$ cat config.mk
export PLATFORM = sky130hd
export DESIGN_NAME = tx_train_pattern_gen
export DESIGN_NICKNAME = d
export VERILOG_FILES = /design/src/rtl/tx_train_pkg.sv /design/src/rtl/prbs7_gen8.sv /design/src/rtl/tx_train_pattern_gen.sv
export SDC_FILE = /design/constraint.sdc
export NUM_CORES = 1
export LEC_CHECK = 0
export BUFFER_PORTS_ARGS = -buffer_cell sky130_fd_sc_hd__buf_2
export CORE_ASPECT_RATIO = 0.75
export CORE_MARGIN = 2
export CORE_UTILIZATION = 45
export CTS_CLUSTER_DIAMETER = 50
export DETAILED_ROUTE_END_ITERATION = 16
export PLACE_DENSITY = 0.77
export SETUP_SLACK_MARGIN = 0.1
export SLEW_MARGIN = 20
export SYNTH_ARGS = -nofsm -noshare
export SYNTH_HDL_FRONTEND = slang
export SYNTH_SLANG_ARGS = --single-unit
$ cat constraint.sdc
create_clock -name TX_CLK_G -period 2.7 [get_ports TX_CLK_G]
set_clock_uncertainty 0.15 [all_clocks]
set_input_delay 0.54 -clock TX_CLK_G [delete_from_list [all_inputs] [get_ports TX_CLK_G]]
set_output_delay 0.54 -clock TX_CLK_G [all_outputs]
set_load 0.1 [all_outputs]
$ cat src/rtl/tx_train_pkg.sv
`default_nettype none
// ============================================================================
//  Module      : tx_train_pkg
//  Description : Shared types, constants and PRBS7 stepping function for the
//                link-training transmit path and its receive-side checker.
//  Revision    : 1.0  initial release
// ============================================================================
package tx_train_pkg;

    typedef enum logic [1:0] {
        ST_IDLE      = 2'd0,
        ST_CLK_TRAIN = 2'd1,
        ST_PRBS      = 2'd2,
        ST_DATA      = 2'd3
    } tx_state_t;

    localparam logic [7:0] CLK_PATTERN = 8'h55;
    localparam logic [7:0] IDLE_WORD   = 8'h00;
    localparam logic [6:0] PRBS_SEED   = 7'h7F;

    // x^7 + x^6 + 1: feedback taken from register bits 6 and 5.
    localparam int PRBS_TAP_HI = 6;
    localparam int PRBS_TAP_LO = 5;

    typedef struct packed {
        logic [6:0] state;
        logic [7:0] word;
    } prbs_step_t;

    // Advance the Fibonacci register by eight bits. The bit leaving the top
    // of the register is transmitted; the first bit out lands in word[7].
    function automatic prbs_step_t prbs7_advance8(input logic [6:0] state);
        prbs_step_t r;
        logic [6:0] s;
        s      = state;
        r.word = '0;
        for (int b = 7; b >= 0; b--) begin
            r.word[b] = s[6];
            s         = {s[5:0], s[PRBS_TAP_HI] ^ s[PRBS_TAP_LO]};
        end
        r.state = s;
        return r;
    endfunction

endpackage
`default_nettype wire

$ cat src/rtl/prbs7_gen8.sv
`default_nettype none
// ============================================================================
//  Module      : prbs7_gen8
//  Description : PRBS7 (x^7+x^6+1) generator producing 8 bits per clock,
//                MSB first. Shared by the TX pattern generator and RX checker.
//  Revision    : 1.0  initial release
//
//  Ports
//    clk_i   : clock, rising edge
//    rst_i   : asynchronous active-high reset, loads the seed
//    load_i  : reload the seed (priority over en_i)
//    en_i    : advance the register by one word
//    word_o  : word produced from the current register contents
// ============================================================================
module prbs7_gen8 (
    input  logic       clk_i,
    input  logic       rst_i,
    input  logic       load_i,
    input  logic       en_i,
    output logic [7:0] word_o
);
    import tx_train_pkg::*;

    logic [6:0] lfsr_q;
    prbs_step_t w_step;

    assign w_step = prbs7_advance8(lfsr_q);
    assign word_o = w_step.word;

    always_ff @(posedge clk_i or posedge rst_i) begin
        if (rst_i) begin
            lfsr_q <= PRBS_SEED;
        end else if (load_i) begin
            lfsr_q <= PRBS_SEED;
        end else if (en_i) begin
            lfsr_q <= w_step.state;
        end
    end

endmodule
`default_nettype wire

$ cat src/rtl/tx_train_pattern_gen.sv
`default_nettype none
// ============================================================================
//  Module      : tx_train_pattern_gen
//  Description : Link-training transmit sequencer. Sends a clock pattern,
//                then PRBS7 until the far end reports alignment (or a word
//                budget expires), then passes user payload through.
//  Revision    : 1.0  initial release
//
//  Ports
//    TX_CLK_G      : clock, rising edge
//    RESET         : asynchronous active-high reset
//    TRAIN_START   : pulse, start/restart a training pass
//    TRAIN_SKIP    : pulse, go straight to DATA (wins over TRAIN_START)
//    RX_ALIGN_DONE : far-end alignment complete (synchronous)
//    DATA_IN       : payload word
//    DATA_VALID    : DATA_IN valid
//    DATA_READY    : payload accepted this cycle (registered)
//    TXD_WORD      : serializer word, MSB first (registered)
//    TX_STATE      : 0 IDLE, 1 CLK_TRAIN, 2 PRBS, 3 DATA
//    TRAIN_DONE    : in DATA state
//    TRAIN_TIMEOUT : sticky, PRBS budget expired
// ============================================================================
module tx_train_pattern_gen #(
    parameter int CLK_TRAIN_WORDS = 64,
    parameter int PRBS_MAX_WORDS  = 4096
) (
    input  logic       TX_CLK_G,
    input  logic       RESET,
    input  logic       TRAIN_START,
    input  logic       TRAIN_SKIP,
    input  logic       RX_ALIGN_DONE,
    input  logic [7:0] DATA_IN,
    input  logic       DATA_VALID,
    output logic       DATA_READY,
    output logic [7:0] TXD_WORD,
    output logic [1:0] TX_STATE,
    output logic       TRAIN_DONE,
    output logic       TRAIN_TIMEOUT
);
    import tx_train_pkg::*;

    localparam int CLK_CNT_W  = $clog2(CLK_TRAIN_WORDS + 1);
    localparam int PRBS_CNT_W = $clog2(PRBS_MAX_WORDS + 1);

    localparam logic [CLK_CNT_W-1:0]  CLK_CNT_LAST  = CLK_CNT_W'(CLK_TRAIN_WORDS);
    localparam logic [CLK_CNT_W-1:0]  CLK_CNT_ONE   = CLK_CNT_W'(1);
    localparam logic [PRBS_CNT_W-1:0] PRBS_CNT_LAST = PRBS_CNT_W'(PRBS_MAX_WORDS);
    localparam logic [PRBS_CNT_W-1:0] PRBS_CNT_ONE  = PRBS_CNT_W'(1);

    tx_state_t              state_q,    state_d;
    logic [7:0]             txd_q,      txd_d;
    logic [CLK_CNT_W-1:0]   clk_cnt_q,  clk_cnt_d;
    logic [PRBS_CNT_W-1:0]  prbs_cnt_q, prbs_cnt_d;
    logic                   timeout_q,  timeout_d;
    logic                   ready_q,    ready_d;
    logic                   done_q,     done_d;

    logic                   w_xfer;
    logic                   w_prbs_load;
    logic                   w_prbs_en;
    logic [7:0]             w_prbs_word;

    // The generator sits at the seed whenever the next state is not PRBS,
    // so every entry into PRBS starts from the seed word.
    assign w_prbs_load = (state_d != ST_PRBS);
    assign w_prbs_en   = (state_d == ST_PRBS);

    prbs7_gen8 u_prbs (
        .clk_i  (TX_CLK_G),
        .rst_i  (RESET),
        .load_i (w_prbs_load),
        .en_i   (w_prbs_en),
        .word_o (w_prbs_word)
    );

    // READY is registered and only high in DATA, so this is the handshake.
    assign w_xfer = DATA_VALID & ready_q;

    always_comb begin
        state_d    = state_q;
        txd_d      = IDLE_WORD;
        clk_cnt_d  = clk_cnt_q;
        prbs_cnt_d = prbs_cnt_q;
        timeout_d  = timeout_q;

        if (TRAIN_SKIP) begin
            state_d    = ST_DATA;
            txd_d      = w_xfer ? DATA_IN : IDLE_WORD;
            clk_cnt_d  = '0;
            prbs_cnt_d = '0;
            timeout_d  = 1'b0;
        end else if (TRAIN_START) begin
            // The first pattern word goes out on the entry cycle.
            state_d    = ST_CLK_TRAIN;
            txd_d      = CLK_PATTERN;
            clk_cnt_d  = CLK_CNT_ONE;
            prbs_cnt_d = '0;
            timeout_d  = 1'b0;
        end else begin
            case (state_q)
                ST_IDLE: begin
                    txd_d = IDLE_WORD;
                end
                ST_CLK_TRAIN: begin
                    if (clk_cnt_q >= CLK_CNT_LAST) begin
                        state_d    = ST_PRBS;
                        txd_d      = w_prbs_word;
                        clk_cnt_d  = '0;
                        prbs_cnt_d = PRBS_CNT_ONE;
                    end else begin
                        txd_d     = CLK_PATTERN;
                        clk_cnt_d = clk_cnt_q + CLK_CNT_ONE;
                    end
                end
                ST_PRBS: begin
                    // Alignment is tested first so it beats expiry.
                    if (RX_ALIGN_DONE) begin
                        state_d    = ST_DATA;
                        prbs_cnt_d = '0;
                    end else if (prbs_cnt_q >= PRBS_CNT_LAST) begin
                        state_d    = ST_IDLE;
                        prbs_cnt_d = '0;
                        timeout_d  = 1'b1;
                    end else begin
                        txd_d      = w_prbs_word;
                        prbs_cnt_d = prbs_cnt_q + PRBS_CNT_ONE;
                    end
                end
                ST_DATA: begin
                    txd_d = w_xfer ? DATA_IN : IDLE_WORD;
                end
                default: begin
                    state_d = ST_IDLE;
                end
            endcase
        end

        ready_d = (state_d == ST_DATA);
        done_d  = (state_d == ST_DATA);
    end

    always_ff @(posedge TX_CLK_G or posedge RESET) begin
        if (RESET) begin
            state_q    <= ST_IDLE;
            txd_q      <= IDLE_WORD;
            clk_cnt_q  <= '0;
            prbs_cnt_q <= '0;
            timeout_q  <= 1'b0;
            ready_q    <= 1'b0;
            done_q     <= 1'b0;
        end else begin
            state_q    <= state_d;
            txd_q      <= txd_d;
            clk_cnt_q  <= clk_cnt_d;
            prbs_cnt_q <= prbs_cnt_d;
            timeout_q  <= timeout_d;
            ready_q    <= ready_d;
            done_q     <= done_d;
        end
    end

    assign TXD_WORD      = txd_q;
    assign TX_STATE      = state_q;
    assign DATA_READY    = ready_q;
    assign TRAIN_DONE    = done_q;
    assign TRAIN_TIMEOUT = timeout_q;

endmodule
`default_nettype wire

==> flow_summary_export.csv, run 1 <==
group,metric,value,unit
status,outcome,"finished, final reports clean",
sta,hold_slack,201,ps
detailed_routing,drc,0,
place,io_buffers,26,
synth,syn_inst,220,
synth,synth_nets,242,
critical_path,required,2770,ps
synth,yosys.area_share.simple,0.221,
synth,synth_edf_count,0,
detailed_routing,routedWlPerCell,14.9,um
critical_path,crit_path_cell_trace,"inv_1 > ha_1 > nand2b_1 > buf_4 > nand3_4 > or4_1 > a21oi_1",
synth,ys_top_cells_by_count,"dfrtp_1 (32), a21oi_1 (21), nand2_1 (21), nor2_1 (12)",
pwr,ir_drop,0.000394,V
global_route,grt_use_met3,0.0498,
detailed_routing,vias,1763,
detailed_routing,detail-route-antenna-nets,0,
min_path,hp-class,"primary input to async pin",
global_route,first_global_vias,1567,
sta,setup_violations,0,
global_route,antenna_found_initial,0,
die,die_w,83.2,um
die,design.core.area,0.00449,mm2
synth,synth_fa_ha_area_frac,0.0473,
synth,ys_ff_latch,39,
die,ios,27,
synth,ys_seq_area_frac,0.465,
sta,max_freq,435,MHz
synth,muxShareOfSynthArea,0,
synth,yosys.area.top_type,"dfrtp_1",
clocking,cts_buffer_depth,2,
place,gp_congestion,0.908,
die,initial_utilization,0.471,
critical_path,cp_max_fo,12,
global_route,grt.busiest_layer,"met1",
sta,worst_pin_slew,523,ps
detailed_routing,routed_wl,4530,um
place,dpl_cell_area,0.00230,mm2
clocking,cts_root_buf,"clkbuf_8",
layout,finalInstanceArea,0.00240,mm2
sta,relSlewSlack,0.649,
critical_path,start_kind,"flip-flop",
synth,synth_xor_area_frac,0.0331,
clocking,cts_buffers,5,
synth,synthDominantCellAreaShare,0.378,
sta,fin_crit_sh,0.851,
synth,synth-warning-count,0,
clocking,worstSkewPairLatency,290,ps
layout,fin_nets,268,
sta,tns,0,ps
clocking,hold_buffers,0,
critical_path,slowest_stage,"or4_1",
synth,yosys.cell_count.top_type,"dfrtp_1",
critical_path,crit_type,"flip-flop to flip-flop",
clocking,cts_tree,"built",
pwr,total_power,1.36,mW
clocking,htree_num_levels,2,
layout,antenna_cells,0,
sta,rsz0062_at_grt,"false",
critical_path,reg2reg_from,"TX_STATE[1]$_DFF_PP0_",
global_route,grt_pass1_wl,7860,um
global_route,gr-usage-all-layers,0.186,
synth,yosys-top-cells-area,"dfrtp_1 (38%), dfstp_2 (8.7%), a21oi_1 (5.0%)",
sta,period_needed,2300,ps
synth,ys_types,45,
critical_path,worstSetupStartpoint,"TX_STATE[1]$_DFF_PP0_",
global_route,grt.met2_usage,0.236,
critical_path,max_stage_delay,490,ps
synth,syn-cell-area,0.00212,mm2
run,maxCapViolCount,0,
die,die_h,63.4,um
pwr,powerDensity,568,mW/mm2
global_route,met1_usage,0.294,
detailed_routing,drt_iter0_drc,155,
die,rows,21,
critical_path,cp.arrival,2370,ps
critical_path,crit_path_end_kind,"flip-flop",
synth,synth_top_family_by_area,"simple AND/OR/NAND/NOR gates",
pwr,p_leak,1.04,nW
synth,synthArstFlopShare,1.00,
synth,syn_area_per_cell,9.63,um2
synth,ys.flop_type,"dfrtp_1",
sta,hold_viol_final,0,
synth,synth-compound-area-share,0.197,
clocking,cts.reportedPaths.clkPinSlew,70,ps
layout,syn2layout_area_growth,13.2,%
global_route,grt_max_degree,40,
layout,drive_gt1_frac,0.202,
global_route,grt_overflow_total,0,
detailed_routing,dr.pass1.iters,4,
sta,drv_slew,0,
die,dieArea,0.00528,mm2
clocking,clkSinkCount,39,
detailed_routing,avgViaCountPerCell,5.80,
place,hpwl,3260,um
==> path summary, 6_finish.rpt <==
path                                              endpoint  slack (ps)  cells past startpoint
worst max-delay path            prbs_cnt_q[10]$_DFFE_PP0P_         400                      7
worst min-delay path             prbs_cnt_q[9]$_DFFE_PP0P_         200                      3
worst max register to register  prbs_cnt_q[10]$_DFFE_PP0P_         400                      7
worst min register to register   prbs_cnt_q[7]$_DFFE_PP0P_         390                      2
max in group asynchronous            TX_STATE[1]$_DFF_PP0_        1830                      3
min in group TX_CLK_G                TXD_WORD[3]$_DFF_PP0_         310                      2
==> worst max-delay path, delay by kind of cell (launching register included) <==
| kind | cells | cell delay [ps] |
|---|---|---|
| compound gates | 1 | 150 |
| fa+ha+maj | 1 | 320 |
| buf+inv | 2 | 280 |
| flops | 1 | 430 |
| simple gates | 3 | 900 |
==> registers in the layout (all words and copies together), names as in the netlist <==
| name | flops |
|---|---|
| TRAIN_DONE | 1 |
| TRAIN_TIMEOUT | 1 |
| TXD_WORD | 8 |
| TX_STATE | 2 |
| clk_cnt_q | 7 |
| prbs_cnt_q | 13 |
| u_prbs.lfsr_q | 7 |
==> metal layers <==
layer	up-vias	share of wire
met4	0	0.015
li1	858	-
met3	8	0.069
met5	-	0
met1	838	0.52
met2	59	0.40
==> cell families after synthesis <==
| logic type | count (synthesis) |
|---|---|
| fa+ha+maj | 8 |
| flops | 39 |
| compound gates | 63 |
| simple gates | 83 |
| buf+inv | 19 |
| xor+xnor | 8 |
==> stage by stage <==
| stage | worst slack, ps | std cells | utilization |
|---|---|---|---|
| 6_report | 402 | 304 | 0.534 |
| 4_1_cts | 419 | 304 | 0.533 |
| 3_3_place_gp | 468 | 296 | 0.511 |
| 3_5_place_dp | 417 | 296 | 0.511 |
| 5_1_grt | 234 | 304 | 0.534 |
| 2_1_floorplan | 104 | 220 | - |
==> final cells by class <==
type / count / area, um2
Clock buffer: 8 / 100
Fill cell: 399 / 2100
Inverter: 10 / 37.5
Multi-Input combinational cell: 162 / 1060
Sequential cell: 39 / 986
Tap cell: 57 / 71.3
Timing Repair Buffer: 28 / 145
==> report_power, final <==
group / switching (mW) / leakage (nW) / internal, mW
clock network: 0.196 / 0.0515 / 0.233
registers: 0.0190 / 0.497 / 0.609
logic: 0.235 / 0.492 / 0.0694
==> what timing repair did <==
| action | CTS | global route |
|---|---|---|
| buffers inserted | 0 | 0 |
| endpoints found under the setup margin | 0 | 1 |
| resized for setup | 0 | 1 |
| hold endpoints to repair | 0 | 0 |
==> layout by cell type (no fill, tap or decap), drive strengths merged, types with 4 or more instances in the layout <==
master  instances
and3            6
dfrtp          32
a21oi          21
a22o            4
ha              8
a22oi           6
o21ai          13
clkbuf          8
buf            28
dfstp           7
nor2           12
or3             5
or4             5
a221o           4
nand4           4
nand3          12
inv            10
xnor2           7
nand2          21
(Power assumes the default switching activity.)
==> inputs of run 2 (changes only) <==
CORE_ASPECT_RATIO = not set   (was 0.75)
==> run 2 against run 1 <==
  * Highest routed layer unchanged
  * Register-to-register slack hardly changed
  * Die area down 0.10%
  * Critical path depth decreased by 1
  * Clock power is 19% higher
  * Cell area rose by 0.73%
==> flow_summary_export.csv, run 2 (synthesis results as in run 1) <==
group,metric,value,unit
clocking,cts_setup_buffers,0,
layout,antenna_cells,0,
detailed_routing,drc,0,
detailed_routing,routedWlPerCell,14.7,um
detailed_routing,avgViaCountPerCell,5.84,
die,die_w,72.6,um
clocking,clkSinkCount,39,
sta,worst_pin_slew,504,ps
sta,setup_violations,0,
place,dp.cells,292,
place,dpl_cell_area,0.00230,mm2
sta,max_freq,435,MHz
critical_path,worstSetupStartpoint,"TX_STATE[0]$_DFF_PP0_",
detailed_routing,drt_iter0_drc,115,
place,gp_congestion,0.788,
detailed_routing,detail-route-antenna-nets,0,
clocking,htree_num_levels,2,
global_route,grt_overflow_total,0,
layout,regMostFlops,"prbs_cnt_q",
sta,period_needed,2300,ps
critical_path,reg2reg_to,"prbs_cnt_q[10]$_DFFE_PP0P_",
layout,drive_gt1_frac,0.210,
pwr,p_leak,1.06,nW
clocking,cts_buffer_depth,2,
critical_path,reg2reg_depth,6,
sta,drv_slew,0,
global_route,gr-usage-all-layers,0.190,
die,ios,27,
detailed_routing,routed_wl,4410,um
run,maxCapViolCount,0,
layout,finalInstanceArea,0.00241,mm2
critical_path,cp.arrival,2370,ps
sta,hold_viol_final,0,
pwr,powerDensity,597,mW/mm2
layout,layout_commonest_cell,"dfrtp_1",
layout,postLayoutCoreUtil,0.543,
layout,largest_reg_flops,13,
clocking,cts_resized,0,
layout,fin_nets,269,
critical_path,reg2reg_from,"TX_STATE[0]$_DFF_PP0_",
pwr,ir_drop,0.000416,V
clocking,hold_buffers,0,
layout,layoutNonFillerInstCount,300,
clocking,cts_buffers,5,
sta,rsz0062_at_grt,"false",
critical_path,r2r_slack,400,ps
clocking,worstSkewPairLatency,300,ps
global_route,grt_max_degree,40,
critical_path,cp_max_fo,10,
clocking,cts_root_buf,"clkbuf_8",
min_path,hp-class,"primary input to async pin",
die,rows,24,
die,initial_utilization,0.477,
place,io_buffers,26,
global_route,grt_pass1_wl,7710,um
critical_path,crit_type,"flip-flop to flip-flop",
status,outcome,"finished, final reports clean",
die,design.core.area,0.00444,mm2
global_route,antenna_found_initial,0,
global_route,first_global_vias,1655,
detailed_routing,dr.pass1.iters,4,
critical_path,required,2770,ps
sta,tns,0,ps
place,hpwl,3100,um
critical_path,start_kind,"flip-flop",
clocking,cts_tree,"built",
die,die_h,72.6,um
critical_path,crit_path_end_kind,"flip-flop",
detailed_routing,vias,1751,
layout,final_cell_mix,"dfrtp_1 (31), buf_2 (26), nand2_1 (21), a21oi_1 (21), nor2_1 (12)",
layout,syn2layout_area_growth,14.0,%
die,dieArea,0.00527,mm2
sta,fin_crit_sh,0.851,
clocking,cts.reportedPaths.clkPinSlew,80,ps
sta,relSlewSlack,0.664,
-- run 2: worst max-delay path, cell delays in order (launching register included) --
cell	delay, ps
dfrtp_1	450
inv_1	110
ha_1	230
nor3b_4	460
nand3_4	180
or4_1	490
a21oi_1	150
-- run 2: through the flow --
stage | worst slack (ps) | hold WS, ps | power (mW)
2_1_floorplan | 104 | 348 | 0.880
3_3_place_gp | 458 | 362 | 0.939
3_5_place_dp | 398 | 371 | 0.943
4_1_cts | 388 | 216 | 1.45
5_1_grt | 223 | 266 | 1.51
6_report | 402 | 195 | 1.44
-- run 2: area by class of cell --
type	count	area [um2]
fill	401	2030
multi-input combinational	162	1060
sequential	39	986
timing repair buffer	29	153
clock buffer	6	82.6
tap	52	65.1
inverter	10	37.5
clock inverter	2	35.0
-- run 2: power breakdown --
group / internal (mW) / switching [mW]
combinational: 0.0719 / 0.233
sequential: 0.609 / 0.0171
clock: 0.299 / 0.212
total: 0.980 / 0.463
-- run 2: how the worst max path moves through the flow --
stage,slack [ps],depth (start not counted),to
after floorplan,100,6,u_prbs.lfsr_q[0]$_DFF_PP1_
after global placement,460,6,prbs_cnt_q[10]$_DFFE_PP0P_
after detailed placement,400,6,prbs_cnt_q[10]$_DFFE_PP0P_
after CTS,390,6,prbs_cnt_q[10]$_DFFE_PP0P_
after global routing,220,6,prbs_cnt_q[10]$_DFFE_PP0P_
final,400,6,prbs_cnt_q[10]$_DFFE_PP0P_
-- run 2: layer usage --
metal  vias to the layer above  wire, um  GRT usage
li1                        854         -          -
met2                        52      2000      0.279
met1                       838      2060      0.270
met3                         7       275     0.0511
met5                         -         0          0
met4                         0        79     0.0679
==> inputs of run 3 (changes only) <==
RECOVER_POWER = 100   (was not set)
==> run 3 against run 2 <==
  * Wire length shrank 0.16%
  * Flip-flop and latch count stayed put
  * Register-to-register slack about the same
  * Non-clock buffer count did not move
  * Sequential power barely moved
  * Worst hold slack improved by 110 ps
  * Clock power barely moved
  * Critical path type is now flip-flop to primary output
==> flow_summary_export.csv, run 3 (synthesis results as in run 1) <==
group,metric,value,unit
status,outcome,"finished, final reports clean",
detailed_routing,routed_wl,4400,um
die,rows,24,
layout,drive_gt1_frac,0.149,
global_route,antenna_found_initial,0,
layout,layout_commonest_cell,"dfrtp_1",
critical_path,required,2010,ps
detailed_routing,drc,0,
min_path,min-delay-start,"DATA_IN[5]",
detailed_routing,dr.pass1.iters,4,
die,design.core.area,0.00444,mm2
run,maxCapViolCount,0,
global_route,grt_max_degree,40,
detailed_routing,drt_iter0_drc,120,
die,die_w,72.6,um
min_path,hp-class,"primary input to flip-flop",
layout,postLayoutCoreUtil,0.538,
critical_path,crit_path_cell_trace,"clkbuf_1",
critical_path,max_stage_delay,900,ps
clocking,hold_buffers,0,
sta,drv_slew,0,
critical_path,reg2reg_from,"TX_STATE[0]$_DFF_PP0_",
layout,regMostFlops,"prbs_cnt_q",
clocking,cts_root_buf,"clkbuf_8",
sta,tns,0,ps
clocking,cts_buffers,5,
sta,rsz0062_at_grt,"false",
detailed_routing,routedWlPerCell,14.7,um
sta,fin_crit_sh,0.871,
layout,final_cell_mix,"dfrtp_1 (32), nand2_1 (21), a21oi_1 (21)",
layout,fin_nets,269,
die,die_h,72.6,um
sta,max_freq,425,MHz
global_route,grt_overflow_total,0,
die,initial_utilization,0.477,
global_route,grt_pass1_wl,7710,um
layout,largest_reg_flops,13,
sta,hold_viol_final,0,
clocking,clkSinkCount,39,
layout,syn2layout_area_growth,12.9,%
critical_path,slowest_stage,"clkbuf_1",
layout,antenna_cells,0,
die,ios,27,
die,dieArea,0.00527,mm2
pwr,powerDensity,600,mW/mm2
critical_path,worstSetupStartpoint,"TX_STATE[0]$_DFF_PP0_",
sta,setup_violations,0,
pwr,ir_drop,0.000412,V
clocking,cts.reportedPaths.clkPinSlew,80,ps
layout,fillers,410,
detailed_routing,detail-route-antenna-nets,0,
clocking,worstSkewPairLatency,300,ps
sta,fin_ws,347,ps
place,place_ws,398,ps
place,gp_congestion,0.788,
place,io_buffers,26,
detailed_routing,vias,1750,
critical_path,cp.buffers_inverters,1,
clocking,cts_buffer_depth,2,
pwr,p_leak,1.01,nW
critical_path,start_kind,"flip-flop",
critical_path,crit_family,"buffers and inverters",
clocking,cts_resized,0,
sta,relSlewSlack,0.216,
place,hpwl,3100,um
sta,period_needed,2350,ps
clocking,cts_tree,"built",
clocking,htree_num_levels,2,
sta,hold_slack,300,ps
critical_path,crit_path_end_kind,"primary output",
global_route,gr-usage-all-layers,0.190,
critical_path,cp.arrival,1660,ps
sta,worst_pin_slew,1180,ps
critical_path,cp_max_fo,6,
clocking,cts_setup_buffers,0,
critical_path,crit_type,"flip-flop to primary output",
detailed_routing,avgViaCountPerCell,5.83,
global_route,first_global_vias,1655,
pwr,total_power,1.43,mW
[run 3: per-stage QoR]
step,area (um2),std cells
CTS,2410,300
global placement,2300,292
floorplan,2120,220
finish,2390,300
detailed placement,2300,292
global route,2390,300
[run 3: layout make-up]
| cell class | instances | area, um2 | area share |
|---|---|---|---|
| Inverter | 10 | 37.5 | 0.0157 |
| Tap cell | 52 | 65.1 | 0.0272 |
| Sequential cell | 39 | 985 | 0.412 |
| Multi-Input combinational cell | 162 | 1060 | 0.442 |
| Timing Repair Buffer | 29 | 130 | 0.0544 |
| Clock inverter | 2 | 35.0 | 0.0147 |
| Clock buffer | 6 | 82.6 | 0.0345 |
[run 3: power by group]
| part | total [mW] | leakage (nW) | internal [mW] | switching [mW] |
|---|---|---|---|---|
| registers | 0.627 | 0.498 | 0.609 | 0.0178 |
| logic | 0.298 | 0.451 | 0.0647 | 0.233 |
| clock network | 0.510 | 0.0612 | 0.299 | 0.211 |
| total | 1.43 | 1.01 | 0.973 | 0.462 |
[run 3: worst paths after layout]
check	to	cells past startpoint	slack, ps
worst max-delay path	TX_STATE[0]	1	350
worst max register to register	prbs_cnt_q[10]$_DFFE_PP0P_	6	390
worst min register to register	TRAIN_TIMEOUT$_DFFE_PP0P_	2	390
min in group asynchronous	TXD_WORD[4]$_DFF_PP0_	3	370
worst min-delay path	TXD_WORD[5]$_DFF_PP0_	2	300
max in group asynchronous	prbs_cnt_q[6]$_DFFE_PP0P_	3	1440
[run 3: metal layers]
metal  up-vias  GRT usage  share of wire
met4         0     0.0679          0.018
met5         -          0              0
met2        32      0.279           0.45
li1        856          -              -
met3         7     0.0511          0.048
met1       855      0.270           0.48
